===== src/rtl/pll_reset_seq.sv =====
// pll_reset_seq: holds downstream logic in reset until the PLL has reported
// lock continuously for STABLE_CYCLES cycles, then HOLD_CYCLES more, and
// drops the reset again one cycle after lock is seen to go away.
//
// Ports:
//   clk          PLL output clock; all state changes on its rising edge
//   reset_n      synchronous active-low reset
//   locked       PLL lock indicator, asynchronous to clk
//   sys_reset_n  registered active-low reset for downstream logic
//   ready        registered, high only while sequencing has reached RUN
//   lock_lost    one-cycle pulse when lock drops while in RUN
//   lost_count   saturating count of lock_lost pulses
//
// Build option: define PLL_RESET_SEQ_LOSS_COUNT_EN to implement the
// lost_count register; otherwise lost_count is tied to zero.
module pll_reset_seq #(
  parameter int unsigned SYNC_STAGES   = 2,
  parameter int unsigned STABLE_CYCLES = 1024,
  parameter int unsigned HOLD_CYCLES   = 16
) (
  input  logic       clk,
  input  logic       reset_n,
  input  logic       locked,
  output logic       sys_reset_n,
  output logic       ready,
  output logic       lock_lost,
  output logic [7:0] lost_count
);

  localparam int unsigned SW = $clog2(STABLE_CYCLES + 1);
  localparam int unsigned HW = $clog2(HOLD_CYCLES + 1);
  localparam logic [SW-1:0] STABLE_LAST = SW'(STABLE_CYCLES - 1);
  localparam logic [HW-1:0] HOLD_LAST   = HW'(HOLD_CYCLES - 1);

  typedef enum logic [1:0] {
    IDLE,
    STABLE,
    HOLD,
    RUN
  } state_t;

  state_t               state, state_nxt;
  logic [SYNC_STAGES-1:0] sync_q;
  logic                 lk_s;
  logic [SW-1:0]        stable_cnt, stable_nxt;
  logic [HW-1:0]        hold_cnt, hold_nxt;
  logic                 lost_nxt;

  assign lk_s = sync_q[SYNC_STAGES-1];

  always_ff @(posedge clk) begin
    if (!reset_n) begin
      sync_q      <= '0;
      state       <= IDLE;
      stable_cnt  <= '0;
      hold_cnt    <= '0;
      sys_reset_n <= 1'b0;
      ready       <= 1'b0;
      lock_lost   <= 1'b0;
    end else begin
      sync_q      <= {sync_q[SYNC_STAGES-2:0], locked};
      state       <= state_nxt;
      stable_cnt  <= stable_nxt;
      hold_cnt    <= hold_nxt;
      // Outputs are registered from the next state so they always agree
      // with the state register and never depend combinationally on locked.
      sys_reset_n <= (state_nxt == RUN);
      ready       <= (state_nxt == RUN);
      lock_lost   <= lost_nxt;
    end
  end

  always_comb begin
    state_nxt  = state;
    stable_nxt = stable_cnt;
    hold_nxt   = hold_cnt;
    lost_nxt   = 1'b0;
    case (state)
      IDLE: begin
        stable_nxt = '0;
        hold_nxt   = '0;
        if (lk_s) begin
          // The cycle that sees lock is already the first stable cycle.
          stable_nxt = SW'(1);
          state_nxt  = (STABLE_CYCLES == 1) ? HOLD : STABLE;
        end
      end
      STABLE: begin
        if (!lk_s) begin
          state_nxt  = IDLE;
          stable_nxt = '0;
        end else begin
          stable_nxt = stable_cnt + SW'(1);
          if (stable_cnt == STABLE_LAST) begin
            state_nxt = HOLD;
            hold_nxt  = '0;
          end
        end
      end
      HOLD: begin
        if (!lk_s) begin
          state_nxt  = IDLE;
          stable_nxt = '0;
          hold_nxt   = '0;
        end else begin
          hold_nxt = hold_cnt + HW'(1);
          if (hold_cnt == HOLD_LAST) begin
            state_nxt = RUN;
          end
        end
      end
      RUN: begin
        if (!lk_s) begin
          state_nxt  = IDLE;
          stable_nxt = '0;
          hold_nxt   = '0;
          lost_nxt   = 1'b1;
        end
      end
      default: begin
        state_nxt  = IDLE;
        stable_nxt = '0;
        hold_nxt   = '0;
      end
    endcase
  end

`ifdef PLL_RESET_SEQ_LOSS_COUNT_EN
  logic [7:0] lost_q;

  // Counts alongside the lock_lost register so both change on the same edge.
  always_ff @(posedge clk) begin
    if (!reset_n) begin
      lost_q <= '0;
    end else if (lost_nxt && (lost_q != '1)) begin
      lost_q <= lost_q + 8'd1;
    end
  end

  assign lost_count = lost_q;
`else
  assign lost_count = '0;
`endif

endmodule

===== config.mk =====
export PLATFORM = sky130hd
export DESIGN_NAME = pll_reset_seq
export DESIGN_NICKNAME = d
export VERILOG_FILES = /design/src/rtl/pll_reset_seq.sv
export SDC_FILE = /design/constraint.sdc
export NUM_CORES = 1
export LEC_CHECK = 0
export BUFFER_PORTS_ARGS = -buffer_cell sky130_fd_sc_hd__buf_4
export CORE_ASPECT_RATIO = 0.9
export CORE_MARGIN = 2
export CORE_UTILIZATION = 56
export CTS_BUF_LIST = sky130_fd_sc_hd__clkbuf_16
export CTS_CLUSTER_DIAMETER = 80
export DETAILED_ROUTE_END_ITERATION = 8
export MAX_ROUTING_LAYER = met4
export PLACE_DENSITY = 0.8
export SYNTH_ARGS = -nofsm -noshare
export SYNTH_HDL_FRONTEND = slang
export SYNTH_SLANG_ARGS = --single-unit

===== constraint.sdc =====
create_clock -name clk -period 2.2 [get_ports clk]
set_input_delay 0.33 -clock clk [delete_from_list [all_inputs] [get_ports clk]]
set_output_delay 0.33 -clock clk [all_outputs]
set_load 0.05 [all_outputs]

### After elaboration in Yosys (flattened, before gate mapping)

Cells that the tools add are included.

| storage, ports and cells | value |
|---|---|
| register bits after elaboration | 22 |
| input bits | 3 |
| output and inout bits | 11 |
| logic and storage cells | 39 |

| operators by class | value |
|---|---|
| add/subtract/negate cells | 2 |
| eq/ne operators | 10 |
| muxes and demuxes | 17 |
| reduce and logical (&&, ||, !) cells | 4 |

Operators by type and width:

| kind | number |
|---|---|
| 11-bit case mux with 3 select lines | 1 |
| 11-bit two-way mux | 2 |
| 5-bit two-way mux | 4 |
| 5-bit case mux with 4 select lines | 1 |
| 2-bit two-way mux | 6 |
| 11-bit by 1-bit adder with 11-bit output (second input constant) | 1 |
| 11-bit by 10-bit equality test with 1-bit output (second input constant) | 1 |
| 2-bit != test (second input constant) | 4 |
| 2-bit case mux with 4 select lines | 1 |
| 2-bit equality test (second input constant) | 3 |
| 5-bit by 1-bit adder with 5-bit output (second input constant) | 1 |
| 5-bit by 4-bit equality test with 1-bit output (second input constant) | 1 |
| 3-bit AND reduction | 1 |
| 2-bit by 1-bit equality test with 1-bit output (second input constant) | 1 |
| 2-bit zero test | 1 |
| 1-bit two-way mux | 2 |
| 2-bit AND reduction | 1 |
| 2-bit OR reduction | 1 |

### Logic depth before layout (Yosys ltp)

Gate-level depths: netlist (run 1).

| logic depth | value |
|---|---|
| depth in word-level cells | 5 |
| depth in mapped cells | 6 |
| depth with buffers taken out | 6 |

### Least setup slack after synthesis (run 1)

OpenSTA, ideal clock, no wires.

| path | value |
|---|---|
| path type | register to register |
| from | register stable_cnt[0] |
| to | register state[0] |
| setup time | 0.115 ns |
| data arrival time | 1.438 ns |
| data required time | 2.085 ns |
| path slack | 0.648 ns |
| cell stages (with the launch flop) | 5 |
| buffers on the path | 0 |
| clock period less this slack | 1.552 ns |
| cell sequence | dfxtp_1 ha_1 nand3_4 or4_1 o21a_1 |

| on the way | value |
|---|---|
| word-level cells in the longest chain between the ends | 4 |

RTL lines:

| item | line | text |
|---|---|---|
| start, declared | 45 | `logic [SW-1:0] stable_cnt, stable_nxt;` |
| start signal, assigned | 63 | `stable_cnt <= stable_nxt;` |
| 11-bit by 10-bit equality test with 1-bit output | 94 | `if (stable_cnt == STABLE_LAST) begin` |
| 2-bit two-way mux | 94 |  |
| 2-bit two-way mux | 89 | `if (!lk_s) begin` |
| 2-bit case mux with 4 select lines | 78 | `case (state)` |
| end signal, assigned | 62 | `state <= state_nxt;` |
| end, declared | 42 | `state_t state, state_nxt;` |

Every way passes these cells.
A chain may end at the register's enable or synchronous reset.

### Final worst setup path (run 1)

| path | value |
|---|---|
| from | register stable_cnt[0] |
| to | register hold_cnt[3] |

| on the way | value |
|---|---|
| word-level cells in the longest chain between the ends | 3 |

RTL lines:

| item | line | text |
|---|---|---|
| 11-bit by 10-bit equality test with 1-bit output | 94 |  |
| 2-bit != test (no source line) | -- |  |
| 3-bit AND reduction (no source line) | -- |  |
| end signal, assigned | 64 | `hold_cnt <= hold_nxt;` |
| end, declared | 46 | `logic [HW-1:0] hold_cnt, hold_nxt;` |

Every way passes these cells.

==> impl_metrics.tcl, run 1 <==
set metrics [dict create \
    crit_type "register to register" \
    cts.htree.levels 1 \
    die_y_um 46.8 \
    ant_nets 0 \
    ys_types 38 \
    comb_power_share_pct 5.7 \
    hold_viol_final 0 \
    synthAdderAreaFrac_pct 3.30 \
    core-area_um2 1910 \
    clockBufferDepth 2 \
    p_int_mw 0.651 \
    cts_resized 0 \
    avgSynthCellArea_um2 8.63 \
    max_slew_margin_pct 59.3 \
    slowest_delay_ns 0.61 \
    fin_crit_sh_pct 79.7 \
    rsz0062_at_grt "false" \
    antenna_found_initial 0 \
    vias_per_cell 6.18 \
    io_buffers 5 \
    path_cells "ha_1, nand3_4, nor4_2, o22ai_1" \
    status "finished clean" \
    nets 142 \
    grt_pass1_wl_mm 3.78 \
    setup_viol 0 \
    hold_class "input pin to register" \
    yosys-mux-area-fraction_pct 0 \
    yosys_most_used_dff "dfxtp_1" \
    clock-sinks 22 \
    firstDrtPassIters 4 \
    max_freq_mhz 570 \
    path_clk_slew_ns 0.06 \
    path_max_fanout 10 \
    crit_family "simple AND/OR/NAND/NOR gates" \
    tns_ns 0 \
    place_hpwl_mm 1.55 \
    drive_gt1_share_pct 8.89 \
    die_x_um 51.5 \
    fin_skew_ns 0.00581 \
    die_area_um2 2410 \
    num_io_pins 14 \
    rows 15 \
    synth_edf_count 0 \
    yosys.area_share.simple_pct 31.8 \
    gp_congestion 0.819 \
    p_sw_share_pct 22.3 \
    critPathBufInv 0 \
    holdWs_ns 0.282 \
    wirelength_mm 2.32 \
    slew_violations 0 \
    grt_usage_pct 22.3 \
    drt_iter0_drc 36 \
    initial_core_util_pct 59.5 \
    synth_top_family_by_area "simple AND/OR/NAND/NOR gates" \
    clk_latency_ns 0.26 \
    power_density_nw_per_um2 678 \
    area.growth.synth_to_final_pct 8.57 \
    start_kind "register" \
    arrival_ns 1.87 \
    ir_drop_mv 0.428 \
    grt_pass1_vias 884 \
    post-route-min-period_ns 1.75 \
    post_cts_buffers 0 \
    grt_max_degree 16 \
    drc 0 \
    clockRootBuffer "clkbuf_16" \
    area.sequential_um2 440 \
    crit_slowest_cell "nor4_2" \
    p_leak_nw 0.408 \
    switching_power_mw 0.187 \
    ys_seq_area_share_pct 38.7 \
    diodes 0 \
    via_count 989 \
    final_common_cell "dfxtp_1" \
    synthCells 132 \
    cts_hold_buf 0 \
    worst_pin_slew_ns 0.605 \
    syn-cell-area_um2 1140 \
    ys_ff_latch 22 \
    cp-end-kind "register" \
    pwr-share-clk_pct 46.0 \
    yosys_warnings 0 \
    drv_cap 0 \
    wl_per_cell_um 14.5 \
    grt-ovfl-total 0 \
    cts-buffers-inserted 3 \
    seqPwrFrac_pct 48.2 \
    tritoncts "built" \
    async_flop_share_pct 0 \
    critPathRequiredTime_ns 2.32 \
    mostFrequentLayoutCells "dfxtp_1, nand2_1, nand4_1, conb_1, buf_4" \
    synth_compound_area_share_pct 16.8 \
    filler_cell_count 173 \
    multi_input_area_um2 629 \
    synthXorXnorAreaFrac_pct 0.769 \
]
synth_stat cells, types with 2 or more instances:
cell type / instances / area, µm²
dfxtp_1: 22 / 440
nand2_1: 13 / 48.8
buf_4: 9 / 67.6
nand4_1: 8 / 50.1
a21oi_1: 6 / 30.0
nand3_1: 6 / 30.0
nor2_1: 6 / 22.5
or4_1: 6 / 45.0
clkbuf_1: 5 / 18.8
and2_1: 4 / 25.0
nor2b_1: 4 / 25.0
a31oi_1: 3 / 18.8
ha_1: 3 / 37.5
o21ai_1: 3 / 15.0
o22ai_1: 3 / 18.8
or3b_1: 3 / 26.3
nand2b_1: 2 / 12.5
nand3b_1: 2 / 15.0
o211ai_1: 2 / 15.0
o21a_1: 2 / 15.0
o21ai_0: 2 / 10.0
o32ai_1: 2 / 17.5
through the flow:
step                utilization (%)  area, µm²  power [mW]  instances  setup WS [ns]
floorplan                         -       1160       0.465        139          0.648
global placement               60.5       1160       0.459        156          0.598
detailed placement             60.5       1160       0.460        156          0.519
CTS                            64.6       1240       0.841        160          0.454
global route                   64.6       1240       0.864        160          0.298
finish                         64.6       1240       0.838        160          0.447
power by group through the flow:
stage	sequential [mW]	clock, mW	combinational (mW)
after floorplan	0.412	0	0.0535
after global routing	0.405	0.408	0.0510
after global placement	0.413	0	0.0467
after CTS	0.404	0.389	0.0478
after detailed placement	0.413	0	0.0474
final	0.404	0.386	0.0482
state kept, by name, indices dropped and copies added (netlist names):
signal and count:
hold_cnt 5, lock_lost 1, stable_cnt 11, state 2, ready 1, sync_q 2
metal layers:
layer / part of all wire [%] / up-vias / track usage [%]
met3: 4.8 / 8 / 5.73
met5: 0 / - / -
met2: 47 / 28 / 35.1
met1: 45 / 469 / 25.5
li1: - / 484 / -
met4: 3.6 / 0 / 14.7
cell families after synthesis:
logic type	after synthesis
buffers and inverters	16
xor gates and xnor gates	1
adders and majority gates	3
AOI/OAI and AO/OA	29
and+or+nand+nor	60
other	1
DFF	22
cell type report:
class	count	share of cell area [%]
Multi-Input combinational cell	101	50.9
Inverter	1	0.304
Clock inverter	1	0.304
Clock buffer	3	6.07
Timing Repair Buffer	7	4.25
Sequential cell	22	35.6
Tap cell	25	2.53
path summary, 6_finish.rpt:
| check | cells after the start | startpoint | slack (ns) | endpoint |
|---|---|---|---|---|
| max | 4 | stable_cnt[0]$_SDFFE_PN0P_ | 0.45 | hold_cnt[3]$_SDFFE_PN0P_ |
| min | 2 | locked | 0.28 | sync_q[0]$_SDFF_PN0_ |
| min reg2reg | 1 | sync_q[0]$_SDFF_PN0_ | 0.44 | sync_q[1]$_SDFF_PN0_ |
| max reg2reg | 4 | stable_cnt[0]$_SDFFE_PN0P_ | 0.45 | hold_cnt[3]$_SDFFE_PN0P_ |
No activity file was read; power rests on OpenSTA's default activity.
==> inputs of run 2 (changes only) <==
--- a/config.mk
+++ b/config.mk
@@ -5,6 +5,7 @@
 export SDC_FILE = /design/constraint.sdc
 export NUM_CORES = 1
 export LEC_CHECK = 0
+export ABC_AREA = 1
 export BUFFER_PORTS_ARGS = -buffer_cell sky130_fd_sc_hd__buf_4
 export CORE_ASPECT_RATIO = 0.9
 export CORE_MARGIN = 2
==> constraint.sdc (replaced) <==
create_clock -name clk -period 1.8 [get_ports clk]
set_input_delay 0.27 -clock clk [delete_from_list [all_inputs] [get_ports clk]]
set_output_delay 0.27 -clock clk [all_outputs]
set_load 0.05 [all_outputs]
==> run 2 against run 1 <==
  * Maximum frequency increased by 13%
  * Hold slack got worse by 0.074 ns
  * Count of clock-buffer cells in the layout unchanged
  * Critical path depth rose by 3
  * Non-clock buffer count shrank 2
  * Wire length increased by 3.7%
  * Largest power group unchanged
  * Clock skew barely moved
  * First-iteration DRC count rose by 11%
  * Worst setup slack got worse by 0.20 ns
  * Highest routed layer unchanged
  * Sequential share of layout area decreased by 0.74 points
==> impl_metrics.tcl, run 2 <==
set metrics [dict create \
    rsz0062_at_grt "false" \
    crit_type "register to register" \
    cts_resized 0 \
    area.growth.synth_to_final_pct 6.89 \
    synthCells 165 \
    cts-buffers-inserted 3 \
    seqPwrFrac_pct 48.3 \
    initial_core_util_pct 60.5 \
    synth_area_leaders "dfxtp_1, nand2_1, buf_4" \
    p_leak_nw 0.468 \
    rrSetupSlack_ns 0.25 \
    hold_class "input pin to register" \
    post-route-min-period_ns 1.55 \
    whs_path_depth 3 \
    synth_edf_count 0 \
    num_io_pins 14 \
    largest_reg_flops 11 \
    finalNonFillerCells 193 \
    drt_iter0_drc 40 \
    ys_seq_area_share_pct 37.3 \
    clock-sinks 22 \
    slowest_delay_ns 0.47 \
    drive_gt1_share_pct 12.5 \
    vias_per_cell 5.42 \
    r2r_end "state[1]$_SDFF_PN0_" \
    avgSynthCellArea_um2 7.16 \
    max_slew_margin_pct 63.3 \
    use_met1_pct 27.2 \
    worst_pin_slew_ns 0.550 \
    p_sw_share_pct 22.8 \
    drv_cap 0 \
    setup_viol 0 \
    io_buffers 5 \
    fin_skew_ns 0.00580 \
    path_max_fanout 8 \
    mostFrequentLayoutCells "nand2_1, dfxtp_1, nor2_1" \
    wirelength_mm 2.41 \
    diodes 0 \
    status "finished clean" \
    die_y_um 47.6 \
    cts_hold_buf 0 \
    grt_pass1_vias 868 \
    critPathRequiredTime_ns 1.98 \
    fin_crit_sh_pct 86.1 \
    clockRootBuffer "clkbuf_16" \
    synth.most_common_cell "nand2_1" \
    yosys_most_used_dff "dfxtp_1" \
    nets 175 \
    crit_end "state[1]$_SDFF_PN0_" \
    rows 15 \
    slew_violations 0 \
    tritoncts "built" \
    cts.htree.levels 1 \
    grt_max_degree 15 \
    max_freq_mhz 646 \
    path_cells "ha_1, nand3_1, inv_1, nand2_1, nor2_1, nand4_1, a21oi_1" \
    cp-startpoint "stable_cnt[0]$_SDFFE_PN0P_" \
    grt-ovfl-total 0 \
    antenna_found_initial 0 \
    yosys.area.top_type "dfxtp_1" \
    drc 0 \
    crit_slowest_cell "dfxtp_1" \
    start_kind "register" \
    power_density_nw_per_um2 816 \
    post_cts_buffers 0 \
    pwr-share-clk_pct 45.5 \
    firstDrtPassIters 4 \
    hold_viol_final 0 \
    die_area_um2 2490 \
    ir_drop_mv 0.685 \
    switching_power_mw 0.235 \
    yosysTopAreaCellShare_pct 37.3 \
    multi_input_area_um2 614 \
    comb_power_share_pct 6.2 \
    ys_ff_latch 22 \
    fin_area_um2 1260 \
    grt.busiest_layer "met2" \
    final_common_cell "nand2_1" \
    rr_worst_depth 7 \
    grt_util_met3_pct 5.63 \
    die_x_um 52.4 \
    reg_top3 "stable_cnt x11, hold_cnt x5" \
    syn-cell-area_um2 1180 \
    final.setup.worst_slack_ns 0.251 \
    via_count 1046 \
    ys_types 30 \
    yosys_warnings 0 \
    p_int_mw 0.795 \
    grt_usage_pct 23.0 \
    cp-end-kind "register" \
    grt_use_met2_pct 38.3 \
    dp_cells 189 \
    tns_ns 0 \
    arrival_ns 1.73 \
    area.sequential_um2 440 \
    gp_congestion 0.833 \
    clk_latency_ns 0.26 \
    regMostFlops "stable_cnt" \
    grt_pass1_wl_mm 3.88 \
    filler_cell_count 175 \
    ant_nets 0 \
    async_flop_share_pct 0 \
    place_area_um2 1180 \
    clockBufferDepth 2 \
    place_ws_ns 0.286 \
    wl_per_cell_um 12.5 \
    core-area_um2 1950 \
    holdWs_ns 0.208 \
    path_clk_slew_ns 0.06 \
    rr_startpoint "stable_cnt[0]$_SDFFE_PN0P_" \
    place_hpwl_mm 1.69 \
    synth_common_cells "nand2_1, dfxtp_1, nor2_1, inv_1" \
]
run 2: worst max-delay path: cells and delay by family, from the launching register on:
kind	cells	cell delay, ns
AO/OA/AOI/OAI	1	0.14
adder cells (fa/ha/maj)	1	0.24
buffers and inverters	1	0.14
AND/OR/NAND/NOR	4	0.48
flip-flops	1	0.47
run 2: cell type report:
cell class	instances	share of cell area, %
timing repair buffer	5	2.97
clock inverter	1	0.297
inverter	16	4.76
multi-input combinational	121	48.7
sequential	22	34.9
clock buffer	3	5.95
tap	25	2.48
run 2: layer usage:
metal  vias up  part of all wire [%]
met2        43                    46
li1        536                     -
met4         0                   1.5
met3         4                   7.0
met5         -                     0
met1       463                    45
run 2: power groups by stage:
stage | registers (mW) | clock network (mW) | logic, mW
floorplan | 0.504 | 0 | 0.0724
global placement | 0.507 | 0 | 0.0618
detailed placement | 0.508 | 0 | 0.0623
CTS | 0.497 | 0.478 | 0.0633
global route | 0.497 | 0.498 | 0.0681
finish | 0.497 | 0.469 | 0.0639
run 2: cells by family (layout without fill, tap and decap cells):
group | Yosys count | in the layout | share of synthesized area, %
AO/OA/AOI/OAI | 29 | 29 | 14.9
other | 1 | 8 | 0.317
adder cells (fa/ha/maj) | 3 | 3 | 3.18
AND/OR/NAND/NOR | 81 | 81 | 31.4
flip-flops | 22 | 22 | 37.3
buffers and inverters | 29 | 25 | 12.9
run 2: how the worst min path moves through the flow:
stage | from | to
after floorplan | locked | sync_q[0]$_SDFF_PN0_
after global placement | sync_q[0]$_SDFF_PN0_ | sync_q[1]$_SDFF_PN0_
after detailed placement | sync_q[0]$_SDFF_PN0_ | sync_q[1]$_SDFF_PN0_
after CTS | locked | sync_q[0]$_SDFF_PN0_
after global routing | locked | sync_q[0]$_SDFF_PN0_
final | locked | sync_q[0]$_SDFF_PN0_
run 2: per-stage QoR:
stage,power (mW),utilization [%]
after floorplan,0.577,-
after global placement,0.569,60.6
after detailed placement,0.570,60.6
after CTS,1.04,64.7
after global routing,1.06,64.7
final,1.03,64.7
